File: src/rtl/alu_pkg.sv
`default_nettype none
// +------------------------------------------------------------------+
// | alu_pkg : opcodes and FSM state encoding shared by decode/ALU    |
// | Rev 1.0                                                          |
// +------------------------------------------------------------------+
package alu_pkg;

    localparam logic [2:0] ALU_PASS = 3'b000;
    localparam logic [2:0] ALU_SUM  = 3'b001;
    localparam logic [2:0] ALU_SUB  = 3'b010;
    localparam logic [2:0] ALU_AND  = 3'b011;
    localparam logic [2:0] ALU_OR   = 3'b100;
    localparam logic [2:0] ALU_XOR  = 3'b101;
    localparam logic [2:0] ALU_MUL  = 3'b110;
    localparam logic [2:0] ALU_DIVU = 3'b111;

    typedef enum logic [1:0] {
        ST_IDLE = 2'd0,
        ST_BUSY = 2'd1,
        ST_DONE = 2'd2
    } alu_state_e;

    function automatic logic is_iter_op(input logic [2:0] op);
        return (op == ALU_MUL) || (op == ALU_DIVU);
    endfunction

endpackage
`default_nettype wire

File: src/rtl/alu_mc_if.sv
`default_nettype none
// +------------------------------------------------------------------+
// | alu_mc_if : issue-side request and writeback-side result bundle  |
// | Rev 1.0                                                          |
// +------------------------------------------------------------------+
interface alu_mc_if #(
    parameter int WIDTH = 32
);
    logic             valid_i;
    logic             ready_o;
    logic [WIDTH-1:0] data1_i;
    logic [WIDTH-1:0] data2_i;
    logic [2:0]       ALUCtrl_i;
    logic             valid_o;
    logic             ready_i;
    logic [WIDTH-1:0] data_o;
    logic             Zero_o;

    modport master (
        output valid_i, data1_i, data2_i, ALUCtrl_i, ready_i,
        input  ready_o, valid_o, data_o, Zero_o
    );

    modport slave (
        input  valid_i, data1_i, data2_i, ALUCtrl_i, ready_i,
        output ready_o, valid_o, data_o, Zero_o
    );
endinterface
`default_nettype wire

File: src/rtl/alu_iter_muldiv.sv
`default_nettype none
// +------------------------------------------------------------------+
// | alu_iter_muldiv : WIDTH-step shift-add multiply / restoring divu |
// | Rev 1.0                                                          |
// +------------------------------------------------------------------+
module alu_iter_muldiv #(
    parameter int WIDTH = 32
) (
    input  wire logic             clk,
    input  wire logic             rst,
    input  wire logic             start,
    input  wire logic             op_is_div,
    input  wire logic [WIDTH-1:0] a,
    input  wire logic [WIDTH-1:0] b,
    output logic                  done,
    output logic [WIDTH-1:0]      result
);
    localparam int CNT_W = $clog2(WIDTH + 1);

    // r_a: accumulator / partial remainder, r_b: multiplicand / divisor,
    // r_c: multiplier / dividend shifting into quotient
    logic [CNT_W-1:0] r_cnt;
    logic             r_div;
    logic [WIDTH-1:0] r_a;
    logic [WIDTH-1:0] r_b;
    logic [WIDTH-1:0] r_c;

    logic [WIDTH:0]   w_rem_sh;
    logic             w_ge;
    logic [WIDTH-1:0] w_diff;
    logic [WIDTH-1:0] w_a_next;
    logic [WIDTH-1:0] w_b_next;
    logic [WIDTH-1:0] w_c_next;

    always_comb begin
        w_rem_sh = {r_a, r_c[WIDTH-1]};
        // A zero divisor always compares as fitting, giving an all-ones quotient
        w_ge     = (w_rem_sh >= {1'b0, r_b});
        w_diff   = w_rem_sh[WIDTH-1:0] - r_b;
        if (r_div) begin
            w_a_next = w_ge ? w_diff : w_rem_sh[WIDTH-1:0];
            w_b_next = r_b;
            w_c_next = {r_c[WIDTH-2:0], w_ge};
        end else begin
            w_a_next = r_c[0] ? (r_a + r_b) : r_a;
            w_b_next = r_b << 1;
            w_c_next = r_c >> 1;
        end
    end

    assign done   = (r_cnt == CNT_W'(1));
    assign result = r_div ? w_c_next : w_a_next;

    always_ff @(posedge clk) begin
        if (rst) begin
            r_cnt <= '0;
            r_div <= 1'b0;
            r_a   <= '0;
            r_b   <= '0;
            r_c   <= '0;
        end else if (start) begin
            r_cnt <= CNT_W'(WIDTH);
            r_div <= op_is_div;
            r_a   <= '0;
            r_b   <= op_is_div ? b : a;
            r_c   <= op_is_div ? a : b;
        end else if (r_cnt != '0) begin
            r_cnt <= r_cnt - CNT_W'(1);
            r_a   <= w_a_next;
            r_b   <= w_b_next;
            r_c   <= w_c_next;
        end
    end
endmodule
`default_nettype wire

File: src/rtl/alu_mc.sv
`default_nettype none
// +------------------------------------------------------------------+
// | alu_mc : multi-cycle ALU with valid/ready on request and result  |
// | Rev 1.0                                                          |
// +------------------------------------------------------------------+
module alu_mc
    import alu_pkg::*;
#(
    parameter int WIDTH = 32
) (
    input  wire logic clk_i,
    input  wire logic rst_i,
    alu_mc_if.slave   bus
);
    alu_state_e       r_state;
    alu_state_e       w_state_next;
    logic             w_accept;
    logic             w_iter_op;
    logic             w_equal;
    logic             w_mdone;
    logic [WIDTH-1:0] w_mresult;
    logic [WIDTH-1:0] w_single;
    logic [WIDTH-1:0] r_data;
    logic             r_zero;
    logic             r_eq;

    assign w_accept  = bus.valid_i && (r_state == ST_IDLE);
    assign w_iter_op = is_iter_op(bus.ALUCtrl_i);
    assign w_equal   = (bus.data1_i == bus.data2_i);

    always_comb begin
        w_single = bus.data1_i;
        case (bus.ALUCtrl_i)
            ALU_SUM: w_single = bus.data1_i + bus.data2_i;
            ALU_SUB: w_single = bus.data1_i - bus.data2_i;
            ALU_AND: w_single = bus.data1_i & bus.data2_i;
            ALU_OR:  w_single = bus.data1_i | bus.data2_i;
            ALU_XOR: w_single = bus.data1_i ^ bus.data2_i;
            default: w_single = bus.data1_i;
        endcase
    end

    alu_iter_muldiv #(
        .WIDTH (WIDTH)
    ) u_iter (
        .clk       (clk_i),
        .rst       (rst_i),
        .start     (w_accept && w_iter_op),
        .op_is_div (bus.ALUCtrl_i == ALU_DIVU),
        .a         (bus.data1_i),
        .b         (bus.data2_i),
        .done      (w_mdone),
        .result    (w_mresult)
    );

    always_comb begin
        w_state_next = r_state;
        case (r_state)
            ST_IDLE: if (w_accept) w_state_next = w_iter_op ? ST_BUSY : ST_DONE;
            ST_BUSY: if (w_mdone) w_state_next = ST_DONE;
            ST_DONE: if (bus.ready_i) w_state_next = ST_IDLE;
            default: w_state_next = ST_IDLE;
        endcase
    end

    always_ff @(posedge clk_i) begin
        if (rst_i) begin
            r_state <= ST_IDLE;
        end else begin
            r_state <= w_state_next;
        end
    end

    // Equality is latched at accept so Zero_o tracks the captured operands
    always_ff @(posedge clk_i) begin
        if (rst_i) begin
            r_data <= '0;
            r_zero <= 1'b0;
            r_eq   <= 1'b0;
        end else begin
            if (w_accept) begin
                r_eq <= w_equal;
            end
            if (w_accept && !w_iter_op) begin
                r_data <= w_single;
                r_zero <= w_equal;
            end else if ((r_state == ST_BUSY) && w_mdone) begin
                r_data <= w_mresult;
                r_zero <= r_eq;
            end
        end
    end

    assign bus.ready_o = (r_state == ST_IDLE);
    assign bus.valid_o = (r_state == ST_DONE);
    assign bus.data_o  = r_data;
    assign bus.Zero_o  = r_zero;
endmodule
`default_nettype wire

File: src/flat_wrapper.sv
// flat-port wrapper written by rule: the top's interface ports become plain ports
module alu_mc_flat import alu_pkg::*;
#(
    parameter int WIDTH = 32
)
  (clk_i, rst_i, bus_valid_i, bus_data1_i, bus_data2_i, bus_ALUCtrl_i, bus_ready_i, bus_ready_o, bus_valid_o, bus_data_o, bus_Zero_o);
  alu_mc_if #(.WIDTH(WIDTH)) bus_i ();
  input  wire logic clk_i;
  input  wire logic rst_i;
  input wire logic [$bits(bus_i.valid_i)-1:0] bus_valid_i;
  input wire logic [$bits(bus_i.data1_i)-1:0] bus_data1_i;
  input wire logic [$bits(bus_i.data2_i)-1:0] bus_data2_i;
  input wire logic [$bits(bus_i.ALUCtrl_i)-1:0] bus_ALUCtrl_i;
  input wire logic [$bits(bus_i.ready_i)-1:0] bus_ready_i;
  output wire logic [$bits(bus_i.ready_o)-1:0] bus_ready_o;
  output wire logic [$bits(bus_i.valid_o)-1:0] bus_valid_o;
  output wire logic [$bits(bus_i.data_o)-1:0] bus_data_o;
  output wire logic [$bits(bus_i.Zero_o)-1:0] bus_Zero_o;
  assign bus_i.valid_i = bus_valid_i;
  assign bus_i.data1_i = bus_data1_i;
  assign bus_i.data2_i = bus_data2_i;
  assign bus_i.ALUCtrl_i = bus_ALUCtrl_i;
  assign bus_i.ready_i = bus_ready_i;
  assign bus_ready_o = bus_i.ready_o;
  assign bus_valid_o = bus_i.valid_o;
  assign bus_data_o = bus_i.data_o;
  assign bus_Zero_o = bus_i.Zero_o;
  alu_mc #(.WIDTH(WIDTH)) u_core (.clk_i(clk_i), .rst_i(rst_i), .bus(bus_i));
endmodule
File: config.mk
export PLATFORM = sky130hd
export DESIGN_NAME = alu_mc_flat
export DESIGN_NICKNAME = d
export VERILOG_FILES = /design/src/rtl/alu_pkg.sv /design/src/rtl/alu_mc_if.sv /design/src/rtl/alu_iter_muldiv.sv /design/src/rtl/alu_mc.sv /design/src/flat_wrapper.sv
export SDC_FILE = /design/constraint.sdc
export NUM_CORES = 1
export LEC_CHECK = 0
export BUFFER_PORTS_ARGS = -buffer_cell sky130_fd_sc_hd__buf_2
export CAP_MARGIN = 0
export CORE_ASPECT_RATIO = 0.6
export CORE_MARGIN = 2
export CORE_UTILIZATION = 50
export CTS_CLUSTER_DIAMETER = 60
export DETAILED_ROUTE_END_ITERATION = 10
export PLACE_DENSITY = 0.73
export SYNTH_ARGS = -nofsm -noshare
export SYNTH_HDL_FRONTEND = slang
export SYNTH_SLANG_ARGS = --single-unit
File: constraint.sdc
create_clock -name clk_i -period 9.5 [get_ports clk_i]
set_input_delay 0.475 -clock clk_i [delete_from_list [all_inputs] [get_ports clk_i]]
set_output_delay 0.475 -clock clk_i [all_outputs]
set_load 0.02 [all_outputs]
==> impl.org, run 1 <==
** Pwr
- Power comes to 0.00407 W.
- The analysis attributes to cell leakage a power of 7.62 nW.
- Power spread over the standard cell area amounts to 223 mW/mm^2.
- Max IR drop VDD :: 0.000211 V

** Timing
- Across the routed clock network, the largest skew measured is 0.0100 ns.
- Hold WS :: 0.344 ns
- The total count of max-transition violations in the final report is 0.
- Derived from the worst setup path, the maximum achievable clock frequency is 0.244 GHz.
- At the pin with the least slew margin, the transition time is 1.24 ns.
- Final critical delay including setup and external delays :: 4.11 ns
- In this run the tightest slew margin relative to its limit is 17.3%.
- RSZ-0062 raised after global routing :: false
- Fin. Hold Viols :: 0
- Setup violations remaining at the end of the flow were counted as 0.
- Aggregate negative setup slack :: 0 ns
- Part of the cycle the worst path needs :: 43.2%

** GRT
- Global-route wire length before repair :: 95.0 mm
- Number of antenna violations at the first check in global routing :: 1
- After global routing the overflow that remains totals 0.
- Vias in the first global route :: 16900
- Entering global routing, the biggest net connects 92 pins.
- GRT Overall Usage :: 33.6%

** Clock tree
- Buffer cell driving the clock tree root :: sky130_fd_sc_hd__clkbuf_16
- Post-CTS repair changed the size of 0 cells.
- Counting the buffers created by CTS gives 17.
- Clock-pin slew was measured on the worst setup and hold paths at 0.06 ns.
- Clock sink count :: 139
- The clock reaches the later pin of the worst-skew pair after 0.46 ns.
- TritonCTS built the clock tree.
- Max H-tree Level :: 4
- Worst-case clock buffer depth :: 2
- In this run, post-CTS hold repair placed 0 buffers.
- In this run the post-CTS setup repair buffer count came out at 0.

** Floorplanning
- The initial utilization of the core area, before any placement, comes to 50.6%.
- Core area :: 0.0336 mm^2
- Die area :: 0.0356 mm^2
- The die is 147 um tall.
- The initialized floorplan defines 52 standard-cell rows.
- I/O pin count :: 106
- Die X-Extent :: 242 um

** Synth
- Warnings, synthesis :: 0
- Synthesized netlist cell count :: 2387
- After synthesis, the netlist uses 111 different library cells.
- After synthesis, the largest area contributor takes up 16.4% of total cell area.
- After synthesis, the share of flip-flops with an asynchronous set or reset is 0%.
- Mean cell area of the mapped netlist :: 7.13 um^2
- Flip-flop cell with the highest count after synthesis :: sky130_fd_sc_hd__dfxtp_1
- Counting flops and latches in the post-synthesis netlist gives 139.
- Cell taking the most area after synthesis :: sky130_fd_sc_hd__dfxtp_1
- Post-synthesis instance area :: 0.0170 mm^2
- Sequential fraction of the synthesis area :: 16.4%
- Synthesized Nets :: 2630
- Synth top area cells :: sky130_fd_sc_hd__dfxtp_1, sky130_fd_sc_hd__ha_1, sky130_fd_sc_hd__a21oi_1
- Number of enable-type register cells in the synthesized netlist :: 0

** Critical path
- Worst reg2reg setup slack :: 5.39 ns
- STA puts the critical path data required time at 9.85 ns.
- Type of destination of the critical path :: register
- Measured in cells, the most critical reg-to-reg path has a length of 13.
- Signal arrival time at the worst endpoint :: 4.46 ns
- The worst register-to-register path begins at u_core.u_iter.r_b[0].
- Critical setup path kind :: reg -> reg
- In this run the critical register-to-register path is captured at u_core.bus.data_o[24].
- Largest driver fanout on the critical path :: 5
- Launching element type of the critical path :: register

** Layout
- The count of cells in the finished layout, fillers not included, comes to 2833.
- At the end of the flow, the number of nets in the layout was 2605.
- Area grow syn2layout :: 7.18%
- Commonest cells after routing, fill and taps aside :: sky130_fd_sc_hd__nor2_1, sky130_fd_sc_hd__a21oi_1, sky130_fd_sc_hd__a211oi_1
- Fraction of layout instances using a drive strength above 1 :: 9.78%
- Most common library cell in the layout ignoring fill and taps :: sky130_fd_sc_hd__nor2_1
- Area of all placed cells without fillers :: 0.0182 mm^2
- Count of filler cells inserted in the layout :: 3314

** Min path
- For hold timing, the worst endpoint is u_core.r_state[1].
- The worst hold path begins at bus_ready_i.
- The worst hold path was traced through 4 stages.
- Worst min-delay path category :: in -> reg

** Drt
- Per-cell via count in the routed design :: 6.58
- After detailed routing, the number of remaining DRC violations is 0.
- In this run the remaining antenna-violating nets after routing total 0.
- Routed vias :: 18600
- Post-DR wirelength/cell :: 21.8 um
- Before antenna repair, the detailed router went through 6 iterations.
- After the first detailed-routing iteration, the DRC count stood at 2554.
- WL final :: 61.8 mm

** Placement
- After detailed placement, the total cell area comes to 0.0176 mm^2.
- The number of placed instances, taps included, is 2802.
- The congestion estimate from routability-driven global placement came to 0.983.
- Detailed placement finished with a half-perimeter wire length of 46.9 mm.
- Buffers added on ports :: 105

** Outcome
- Outcome :: completed

** Run
- The tool flagged a number of max-cap violations equal to 0.
==> final cells by class <==
type                            count  area (um^2)  area share, %
Timing Repair Buffer              126          686           3.76
Clock buffer                       23          478           2.62
Tap cell                          459          574           3.15
Sequential cell                   139         2790           15.3
Inverter                          153          574           3.15
Clock inverter                      7          116          0.638
Antenna cell                        1         2.50         0.0137
Multi-Input combinational cell   1925        13000           71.4
==> routing by layer <==
layer / track usage, % / share of wire (%) / vias up
li1: - / - / 8746
met1: 48.1 / 45 / 8761
met2: 50.7 / 42 / 991
met3: 6.54 / 10 / 135
met4: 10.6 / 3.0 / 0
met5: 0 / 0 / -
==> critical path, stage by stage, from the launching register on <==
cell and delay [ns]:
sky130_fd_sc_hd__dfxtp_1 0.44, sky130_fd_sc_hd__ha_1 0.27, sky130_fd_sc_hd__inv_1 0.07, sky130_fd_sc_hd__fa_1 0.39
sky130_fd_sc_hd__and2b_1 0.25, sky130_fd_sc_hd__o31a_1 0.30, sky130_fd_sc_hd__nor4_1 0.12, sky130_fd_sc_hd__o31ai_1 0.52
sky130_fd_sc_hd__o221ai_2 0.25, sky130_fd_sc_hd__o211ai_1 0.41, sky130_fd_sc_hd__a41oi_1 0.17, sky130_fd_sc_hd__nor4_1 0.45
sky130_fd_sc_hd__o21ai_0 0.16, sky130_fd_sc_hd__and3_1 0.18
==> cells by family (layout without fill, tap and decap cells) <==
kind of cell    count (synthesis)  count (layout)  synth area share, %
compound gates                945             945                 38.0
simple gates                  687             687                 18.6
buf+inv                       323             309                 7.45
fa+ha+maj                     172             172                 12.8
flops                         139             139                 16.4
mux                            63              63                 3.77
xor+xnor                       58              58                 2.99
other cells                     0               1                    0
==> registers in the layout, summed over array words and instances, names as in the netlist <==
name	flops
u_core.u_iter.r_div	1
u_core.bus.data_o	32
u_core.bus.Zero_o	1
u_core.r_state	2
u_core.u_iter.r_cnt	6
u_core.u_iter.r_b	32
u_core.u_iter.r_c	32
u_core.u_iter.r_a	32
u_core.r_eq	1
==> power by group <==
group	switching, W	internal (W)
Combinational	0.00165	0.000923
Sequential	0.000121	0.000682
Clock	0.000270	0.000430
Total	0.00204	0.00203
==> cell usage after synthesis, types with 11 or more instances <==
library cell               instances
sky130_fd_sc_hd__nor2_1          298
sky130_fd_sc_hd__a21o_1           54
sky130_fd_sc_hd__buf_1            21
sky130_fd_sc_hd__xnor2_1          40
sky130_fd_sc_hd__buf_2            14
sky130_fd_sc_hd__xor2_1           18
sky130_fd_sc_hd__clkbuf_1        128
sky130_fd_sc_hd__o21ai_0         111
sky130_fd_sc_hd__a21oi_1         282
sky130_fd_sc_hd__o22ai_1          18
sky130_fd_sc_hd__or2_2            11
sky130_fd_sc_hd__or3_1            13
sky130_fd_sc_hd__o221ai_1         15
sky130_fd_sc_hd__inv_1           148
sky130_fd_sc_hd__a211oi_1        183
sky130_fd_sc_hd__nor3_1           55
sky130_fd_sc_hd__nor2b_1          31
sky130_fd_sc_hd__nand2_1         144
sky130_fd_sc_hd__mux2i_1          57
sky130_fd_sc_hd__ha_1            168
sky130_fd_sc_hd__o21ai_1          18
sky130_fd_sc_hd__a211o_1          12
sky130_fd_sc_hd__o211ai_1         36
sky130_fd_sc_hd__o21bai_1         17
sky130_fd_sc_hd__nand3_1          37
sky130_fd_sc_hd__o21a_1           23
sky130_fd_sc_hd__and3_1           18
sky130_fd_sc_hd__nand2b_1         22
sky130_fd_sc_hd__a31oi_1          21
sky130_fd_sc_hd__dfxtp_1         139
==> worst max-delay path by stage <==
stage                          start  cells after the start  slack (ns)                     to
2_1_floorplan  u_core.u_iter.r_c[31]                     13        6.25  u_core.u_iter.r_a[30]
6_report        u_core.u_iter.r_b[0]                     13        5.39  u_core.bus.data_o[24]
3_3_place_gp    u_core.u_iter.r_b[0]                     13        5.56  u_core.bus.data_o[24]
4_1_cts         u_core.u_iter.r_b[0]                     13        5.49  u_core.bus.data_o[24]
3_5_place_dp    u_core.u_iter.r_b[0]                     13        5.55  u_core.bus.data_o[24]
5_1_grt         u_core.u_iter.r_b[0]                     13        5.19  u_core.bus.data_o[24]
==> stage by stage <==
stage / utilization [%] / worst slack, ns
6_report: 54.2 / 5.39
5_1_grt: 54.2 / 5.19
4_1_cts: 54.2 / 5.49
3_5_place_dp: 52.4 / 5.55
3_3_place_gp: 52.4 / 5.56
2_1_floorplan: - / 6.25
(Power assumes the default switching activity.)
==> run 2, diff against run 1 <==
- PLACE_DENSITY: 0.73 -> 0.75
- clock period: 9.5 -> 3.45 ns (I/O delays scaled with it)
==> run 2 against run 1 <==
Compared with the run above:
- worst setup slack lost 5.3 ns
- sequential cell count unchanged
- global-route usage is 1.6 points higher
- register-to-register slack worse by 5.3 ns
- worst hold slack worse by 0.28 ns
- wire length grew 4.6%
==> impl.org, run 2 (synthesis results as in run 1) <==
** Clock tree
- After clock tree synthesis, the clock-pin slew on the worst setup and hold paths is 0.06 ns.
- The clock tree synthesis step divided the H-tree into 4 levels.
- Buffer cell driving the clock tree root :: sky130_fd_sc_hd__clkbuf_16
- Worst-case clock buffer depth :: 2
- The clock drives 139 sinks.
- Clock network latency to the later pin of the worst-skew pair :: 0.43 ns
- Post-cts hold buffer count :: 0
- Clock tree from TritonCTS :: built
- Number of buffers inserted during clock tree synthesis :: 17

** Pwr
- IR analysis of the VDD net gives a maximum drop of 0.000663 V.
- Summed over all cells, the static leakage comes to 8.09 nW.
- Power comes to 0.0121 W.
- Power density over the cells :: 635 mW/mm^2

** GRT
- Entering global routing, the biggest net connects 100 pins.
- GRT Overall Usage :: 35.2%
- Vias in the first global route :: 17500
- The total overflow left after global routing is 0.
- The first global-routing pass estimated 99.6 mm of wire.
- Number of antenna violations at the first check in global routing :: 4

** Outcome
- The flow ran to the end, and the final reports show no timing, DRC or antenna violations.

** Drt
- Drt first pass iters :: 6
- Dividing the detail-routed wire length by the instance count gives 22.1 um.
- In this run, the number of DRC markers left after iteration 0 of detailed routing was 2308.
- After detailed routing, the number of vias per cell comes to 6.58.
- Antenna Violating Nets Remaining :: 0
- Number of remaining DRC errors :: 0
- WL final :: 64.7 mm
- Across all layers, the routed design uses 19200 vias.

** Placement
- Routability-driven placement finished with a final weighted congestion of 1.03.
- Once detailed placement completed, the half-perimeter wirelength came to 49.4 mm.
- During placement, the flow inserted port buffers numbering 105.

** Timing
- Actual transition at the worst max-transition pin :: 0.982 ns
- Fin. Hold Viols :: 0
- Final Slew Violations :: 0
- The clock period could shrink to 3.35 ns.
- Maximum clock skew at final layout :: 0.00982 ns
- Timing would allow up to 0.298 GHz.
- For the final routed database, the setup TNS stands at 0 ns.
- Number of setup violations in the final report :: 0
- In this run the tightest slew margin relative to its limit is 34.1%.
- Part of the cycle the worst path needs :: 97.1%
- Setup repair after global routing could not meet its margin everywhere.

** Critical path
- Type of destination of the critical path :: register
- The critical path in this run is classified as reg -> reg.
- Signal arrival time at the worst endpoint :: 3.70 ns
- Launching element type of the critical path :: register
- Data required time of the critical path :: 3.80 ns
- Along the worst path, the maximum fanout reaches 2.

** Floorplanning
- Vertical extent of the die :: 147 um
- The floorplan step defined a die boundary enclosing 0.0356 mm^2.
- The initialized floorplan defines 52 standard-cell rows.
- I/O pin count :: 106
- In this run the horizontal extent of the chip is 242 um.
- The initial utilization of the core area, before any placement, comes to 50.6%.
- Core area :: 0.0336 mm^2

** Layout
- In the final layout, the multi-input gates occupy 0.0132 mm^2.
- Relative to the synthesized area, the layout overhead comes to 12.4%.
- # nets final :: 2696
- Finished Core Util :: 56.8%
- Most common library cell in the layout ignoring fill and taps :: sky130_fd_sc_hd__nor2_1
- Of the cells placed in the final design, the portion with a size suffix greater than 1 is 14.0%.
- Sequential cell area :: 0.00279 mm^2
- Commonest cells after routing, fill and taps aside :: sky130_fd_sc_hd__nor2_1, sky130_fd_sc_hd__a21oi_1, sky130_fd_sc_hd__a211oi_1
- Count of filler cells inserted in the layout :: 3265

** Min path
- The worst hold path belongs to the class in -> reg.

** Run
- The tool flagged a number of max-cap violations equal to 0.
run 2: cell types whose count changed in the layout (fill, tap and decap cells not counted), sizes merged:
cell | before | now
buf | 126 | 217
clkbuf | 23 | 24
clkinv | 5 | 4
run 2: power breakdown:
| group | leakage, nW | internal [W] | switching [W] |
|---|---|---|---|
| Sequential | 1.14 | 0.00188 | 0.000335 |
| Combinational | 6.67 | 0.00313 | 0.00489 |
| Clock | 0.281 | 0.00117 | 0.000736 |
run 2: worst paths after layout:
| check | slack (ns) | depth (start not counted) | startpoint | endpoint |
|---|---|---|---|---|
| setup / recovery | 0.1 | 13 | u_core.u_iter.r_c[31] | u_core.u_iter.r_a[30] |
| hold / removal | 0.06 | 4 | bus_ready_i | u_core.r_state[1] |
| setup reg to reg | 0.1 | 13 | u_core.u_iter.r_c[31] | u_core.u_iter.r_a[30] |
| hold reg to reg | 0.46 | 2 | u_core.r_eq | u_core.r_eq |
run 2: final cells by class:
type | count | area share, %
sequential | 139 | 14.6
multi-input combinational | 1925 | 68.8
timing repair buffer | 217 | 7.49
antenna | 1 | 0.0131
tap | 459 | 3.00
clock buffer | 24 | 2.47
inverter | 153 | 3.00
clock inverter | 6 | 0.602
run 2: through the flow:
stage               area, um^2  std cells  setup WS [ns]  hold WS (ns)
floorplan                17000       2387          0.196         0.365
global placement         18300       2887        -0.0758         0.444
detailed placement       18300       2887         -0.119         0.448
CTS                      19000       2918         0.0135        0.0513
global route             19100       2924        -0.0585        0.0905
finish                   19100       2924         0.0999        0.0615
run 2: critical path: stages (launching register included):
cell and delay, ns:
sky130_fd_sc_hd__dfxtp_2 0.33, sky130_fd_sc_hd__inv_1 0.05, sky130_fd_sc_hd__ha_2 0.18, sky130_fd_sc_hd__fa_2 0.37, sky130_fd_sc_hd__nor2b_2 0.13, sky130_fd_sc_hd__o31a_1 0.16
sky130_fd_sc_hd__o21ai_2 0.10, sky130_fd_sc_hd__a2111oi_4 0.48, sky130_fd_sc_hd__o2111ai_2 0.21, sky130_fd_sc_hd__a31oi_4 0.25, sky130_fd_sc_hd__a31oi_4 0.13, sky130_fd_sc_hd__a2111oi_4 0.34
sky130_fd_sc_hd__mux2_4 0.34, sky130_fd_sc_hd__a211oi_2 0.20
run 2: timing repair:
item / CTS / global route
endpoints found under the setup margin: 6 / 38
buffers inserted: 1 / 5
gates resized for setup: 8 / 26
pin swaps: 6 / 13
run 2: metal layers:
metal  vias to the layer above  global-route usage, %  share of wire [%]
met5                         -                      0              0.045
met4                         4                   10.9                3.0
met3                       122                   6.01                 10
met2                      1110                   51.8                 41
met1                      9098                   52.1                 46
li1                       8906                      -                  -
